### config.mk
export PLATFORM = sky130hd
export DESIGN_NAME = phase_sequencer
export DESIGN_NICKNAME = d
export VERILOG_FILES = /design/src/rtl/phase_sequencer.sv
export SDC_FILE = /design/constraint.sdc
export NUM_CORES = 1
export LEC_CHECK = 0
export CORE_MARGIN = 2
export CORE_UTILIZATION = 55
export DETAILED_ROUTE_END_ITERATION = 10
export DONT_BUFFER_PORTS = 1
export PLACE_DENSITY = 0.71
export SYNTH_ARGS = -nofsm -noshare
export SYNTH_HDL_FRONTEND = slang
export SYNTH_SLANG_ARGS = --single-unit
### constraint.sdc
create_clock -name clk_i -period 1.6 [get_ports clk_i]
set_input_delay 0.24 -clock clk_i [delete_from_list [all_inputs] [get_ports clk_i]]
set_output_delay 0.24 -clock clk_i [all_outputs]
set_load 0.02 [all_outputs]
### src/rtl/phase_sequencer.sv
// Run-control sequencer: free-running cycle counter plus a go/done run of
// NUM_PHASES x PHASE_CYCLES cycles. Optional watchdog: PHASE_SEQUENCER_WATCHDOG_EN.
module phase_sequencer #(
  parameter int WIDTH        = 32,
  parameter int NUM_PHASES   = 4,
  parameter int PHASE_CYCLES = 10,
  parameter int PHASE_W      = (NUM_PHASES > 1) ? $clog2(NUM_PHASES) : 1,
  parameter int WD_LIMIT     = 16
) (
  input  logic               clk_i,
  input  logic               rst_i,
  input  logic               go_i,
  input  logic               pause_i,
  output logic [WIDTH-1:0]   ctr_o,
  output logic [PHASE_W-1:0] phase_o,
  output logic               phase_tick_o,
  output logic               busy_o,
  output logic               done_o,
  output logic               wd_err_o
);

  localparam int CNT_W = (PHASE_CYCLES > 1) ? $clog2(PHASE_CYCLES) : 1;
  localparam logic [CNT_W-1:0]   CNT_LAST = CNT_W'(PHASE_CYCLES - 1);
  localparam logic [PHASE_W-1:0] PH_LAST  = PHASE_W'(NUM_PHASES - 1);

  typedef enum logic [1:0] {S_IDLE, S_RUN, S_DONE} state_e;

  state_e             state_q;
  logic [CNT_W-1:0]   cnt_q;
  logic [WIDTH-1:0]   ctr_q, ctr_d;
  logic [PHASE_W-1:0] phase_q;
  logic               tick_q, busy_q, done_q;
  logic               wd_trip;

  assign ctr_d = ctr_q + WIDTH'(1);

`ifdef PHASE_SEQUENCER_WATCHDOG_EN
  localparam int WD_W = $clog2(WD_LIMIT + 1);
  localparam logic [WD_W-1:0] WD_LAST = WD_W'(WD_LIMIT - 1);

  logic [WD_W-1:0] wd_q;
  logic            wd_err_q;

  // Trips on the edge that would make the paused-run count reach WD_LIMIT.
  assign wd_trip = (state_q == S_RUN) && pause_i && (wd_q == WD_LAST);

  always_ff @(posedge clk_i) begin
    if (rst_i) begin
      wd_q     <= '0;
      wd_err_q <= 1'b0;
    end else begin
      wd_q <= ((state_q == S_RUN) && pause_i && !wd_trip) ? wd_q + WD_W'(1) : '0;
      if (wd_trip) wd_err_q <= 1'b1;
    end
  end

  assign wd_err_o = wd_err_q;
`else
  assign wd_trip  = 1'b0;
  assign wd_err_o = 1'b0;
`endif

  always_ff @(posedge clk_i) begin
    if (rst_i) begin
      state_q <= S_IDLE;
      ctr_q   <= '0;
      cnt_q   <= '0;
      phase_q <= '0;
      tick_q  <= 1'b0;
      busy_q  <= 1'b0;
      done_q  <= 1'b0;
    end else begin
      ctr_q  <= ctr_d;
      tick_q <= 1'b0;
      case (state_q)
        S_IDLE: begin
          if (go_i) begin
            state_q <= S_RUN;
            busy_q  <= 1'b1;
            phase_q <= '0;
            cnt_q   <= '0;
          end
        end
        S_RUN: begin
          if (wd_trip) begin
            state_q <= S_DONE;
            busy_q  <= 1'b0;
            done_q  <= 1'b1;
          end else if (!pause_i) begin
            if (cnt_q != CNT_LAST) begin
              cnt_q <= cnt_q + CNT_W'(1);
            end else begin
              cnt_q  <= '0;
              tick_q <= 1'b1;
              if (phase_q != PH_LAST) begin
                phase_q <= phase_q + PHASE_W'(1);
              end else begin
                state_q <= S_DONE;
                busy_q  <= 1'b0;
                done_q  <= 1'b1;
              end
            end
          end
        end
        S_DONE: begin
          // Four-phase handshake: go must drop before another run.
          if (!go_i) begin
            state_q <= S_IDLE;
            done_q  <= 1'b0;
            phase_q <= '0;
          end
        end
        default: state_q <= S_IDLE;
      endcase
    end
  end

  assign ctr_o        = ctr_q;
  assign phase_o      = phase_q;
  assign phase_tick_o = tick_q;
  assign busy_o       = busy_q;
  assign done_o       = done_q;

endmodule
**After elaboration in Yosys (flattened, before gate mapping)**

Index checks and enable logic that the tools add are counted.

- Flip-flop bits (word level): 43
- Bits of input ports: 4
- Output and inout port bits: 38
- Logic and storage cells: 57

- Add/subtract/negate cells: 3
- Eq/ne operators: 10
- Multiplexer cells: 26
- Bitwise gates (word level): 1
- Reductions and logical operators: 10

Operators with widths:

| cell | count |
|---|---|
| $add A32 B1 Y32 const B | 1 |
| $mux W2 | 9 |
| $reduce_and A5 Y1 | 3 |
| $ne A2 B2 Y1 const B | 7 |
| $mux W4 | 3 |
| $pmux W2 S3 | 2 |
| $mux W1 | 9 |
| $pmux W4 S2 | 1 |
| $reduce_and A6 Y1 | 1 |
| $add A4 B1 Y4 const B | 1 |
| $ne A4 B4 Y1 const B | 1 |
| $pmux W1 S2 | 2 |
| $reduce_bool A2 Y1 | 2 |
| $reduce_and A3 Y1 | 1 |
| $reduce_bool A3 Y1 | 1 |
| $reduce_or A3 Y1 | 1 |
| $add A2 B1 Y2 const B | 1 |
| $eq A2 B1 Y1 const B | 1 |
| $eq A2 B2 Y1 const B | 1 |
| $logic_not A2 Y1 | 1 |
| $not A1 Y1 | 1 |

**Depth between registers and ports, before layout**

- Word-level depth: 5
- Gate-level depth with buffers: 7
- Depth with buffers taken out: 6

**Least setup slack after synthesis**

No wires, ideal clock.

- Path kind: reg2reg
- Start: register ctr_q[0], in the netlist ctr_o[0]
- End: register ctr_q[30], in the netlist ctr_o[30]
- Setup time: 71 ps
- Arrival: 1754 ps
- Required time: 1529 ps
- Setup slack: -225 ps
- Cell stages (with the launch flop): 7
- Path buffers: 1
- Period minus slack after synthesis: 1825 ps
- Cells stage by stage: dfxtp_1 > ha_1 > and3_1 > buf_4 > nand4_4 > or4_1 > a21oi_1

- Word-level cells in the longest chain between the ends: 1

RTL lines:

| item | RTL line | text |
|---|---|---|
| start, declared | 30 | `logic [WIDTH-1:0] ctr_q, ctr_d;` |
| start signal, assigned | 73 | `ctr_q <= ctr_d;` |
| $add A32 B1 Y32 | 35 | `assign ctr_d = ctr_q + WIDTH'(1);` |

Every way passes these cells.
A chain may end at the register's enable or synchronous reset.

**Worst setup path after layout**

- Start: register ctr_q[14], in the netlist ctr_o[14]
- End: register ctr_q[28], in the netlist ctr_o[28]

The elaborated chain is that of the path after synthesis.

==> impl_metrics.toml <==
[logic_synthesis]
synth-compound-area-share = 0.154
synth_top_family_by_area = "simple AND/OR/NAND/NOR gates"
synth-xor-area-share = 0.0605
synth.area.top_cells = "dfxtp_1 (42%), a21oi_1 (6.2%), o31ai_1 (5.6%), or4_1 (5.6%), nor2_1 (3.7%)"
synthAdderAreaFrac = 0.0247
yosysSeqAreaShare = 0.424
synthCells = 228
synthesis.area_um2 = 2030
yosys.area_share.simple = 0.291
synth_top_area_frac = 0.424
synthDistinctLibCells = 40
synth-main-ff-cell = "dfxtp_1"
synth_top_area_cell = "dfxtp_1"
synth-edff-count = 0
yosys_warnings = 0
yosys_register_bits = 43
syn-num-nets = 236
async_reset_ff_frac = 0
synth_mux_area_frac = 0.00555
synth.avg_cell_area_um2 = 8.90

[grt]
use_met2 = 0.472
grt_usage = 0.269
antenna_found_initial = 0
grt_pass1_vias = 1955
use_met1 = 0.300
grt_remaining_overflow = 0
use_met3 = 0.0851
grt_pass1_wl_um = 8780
grt_start_max_net_pins = 23
top_usage_layer = "met2"

[setup_path]
cp-start-kind = "flip-flop"
cp_num_buf_inv = 1
worstPathRequired_ns = 1.84
slowest_stage = "or4_4"
crit_path_max_incr_delay_ns = 0.57
cp_top_family = "simple AND/OR/NAND/NOR gates"
cp_max_fo = 4
critPathCaptureType = "flip-flop"
crit_arrival_ns = 1.87
crit_chain = "and4_4, buf_6, nand4_1, or4_4, a21oi_2"
path_class = "reg -> reg"

[detailed_routing]
drt-initial-drc-count = 148
viasPerCell = 6.09
routedWlPerCell_um = 16.9
drc = 0
drtAntennaViolNets = 0
drtPass1Iterations = 4
wl_um = 5630
num_vias = 2027

[timing]
fmax_mhz = 616
tightestPinTransition_ns = 0.731
relSlewSlack = 0.511
setup_ws_ns = -0.0223
finalSetupTns_ns = -0.0357
setup_viol = 3
min_period_ns = 1.62
timing.hold.ws_ns = 0.00306
rsz0062_at_grt = "true"
drv_slew = 0
hold_violations = 0
period_share = 1.01
fin_skew_ns = 0.0121

[floorplanning]
io_pins = 42
num_rows = 22
floorplan.initialDensity = 0.562
core_area_um2 = 3610
die_area_um2 = 4190
die_height_um = 64.7
die_w_um = 64.7

[clock_tree]
clk_pin_slew_ns = 0.08
cts_tree = "yes"
cts_made_buffers = 5
htree_levels = 2
cts-root-buf = "clkbuf_8"
clk_latency_ns = 0.30
cts-root-to-sink-buffers = 2
clock-sinks = 43

[worst_hold_path]
hold_class = "in -> reg"

[final_layout]
final_common_cell = "buf_4"
diodes = 0
area_growth_pct = 34.4
final_net_count = 292
layout_common_cells = "buf_4 (49), dfxtp_2 (23), a21oi_1 (21)"
final_layout_size_suffix_gt1_frac = 0.396
final_cell_area_um2 = 2730

[power]
total_leakage_power_uw = 0.00102
vdd_drop_max_v = 0.000551
power.density_nw_per_um2 = 699
finalPower_uw = 1900

[placement]
placed_cell_area_um2 = 2430
io_buffers = 0
routabilityCongestion = 0.813
hpwl_um = 3570

[outcome]
status = "finished with violations"
violations = "setup timing"

[run]
drv_cap = 0
-- final cells by class --
type	count	area [µm²]
fillers	245	880
flip-flops and latches	43	897
clock buffers	6	72.6
repair buffers	59	472
multi-input cells	170	1190
well taps	48	60.1
clock inverters	2	12.5
inverters	5	18.8
-- state kept, by name, indices dropped and copies added, names as in the netlist --
register      count
phase_tick_o      1
cnt_q             4
state_q           2
busy_o            1
done_o            1
ctr_o            32
phase_o           2
-- power breakdown --
part	switching (µW)	leakage, µW	internal (µW)	total, µW
Clock	367	0.0000412	305	672
Sequential	17.5	0.000360	1090	1100
Combinational	71.2	0.000620	59.2	130
Total	456	0.00102	1450	1900
-- layer usage --
metal,up-vias,part of all wire
met2,76,0.52
met3,15,0.071
met1,974,0.38
met4,0,0.021
li1,962,-
met5,-,0
-- through the flow --
step | util | cells | setup WS, ns
4_1_cts | 0.725 | 329 | 0.000172
3_5_place_dp | 0.675 | 313 | -0.0539
2_1_floorplan | - | 228 | 0.000990
6_report | 0.756 | 333 | -0.0223
3_3_place_gp | 0.675 | 313 | 0.0153
5_1_grt | 0.756 | 333 | -0.0727
-- cell families after synthesis --
kind of cell	Yosys count
DFF	43
muxes	1
other	1
xor gates and xnor gates	14
buffers and inverters	16
and+or+nand+nor	98
adders and majority gates	4
AOI/OAI and AO/OA	51
-- worst paths after layout --
kind | endpoint | start | slack [ns] | cells after the start
max | ctr_o[28]$_SDFF_PP0_ | ctr_o[14]$_SDFF_PP0_ | -0.02 | 5
min | ctr_o[26]$_SDFF_PP0_ | rst_i | 0.003 | 1
min reg2reg | ctr_o[25]$_SDFF_PP0_ | ctr_o[25]$_SDFF_PP0_ | 0.51 | 2
max reg2reg | ctr_o[28]$_SDFF_PP0_ | ctr_o[14]$_SDFF_PP0_ | -0.02 | 5
-- synth_stat cells (4+ instances only) --
master    number
or3_1          5
nand2_1       14
o31ai_1       15
xor2_1         6
dfxtp_1       43
nor2_1        20
nor4_1         4
xnor2_1        8
o21ai_0        6
nand4_1        7
inv_1          5
a21oi_1       25
nand3_1        8
clkbuf_1       5
or4_1         15
and4_1         4
ha_1           4
-- what timing repair did --
item	CTS	global route
pin swaps	1	10
setup endpoints to repair	10	18
endpoints found under the hold margin	17	11
cloned	1	0
gates resized for setup	6	25
hold buffers	5	2
setup buffers	2	2
No activity file was read; power rests on OpenSTA's default activity.
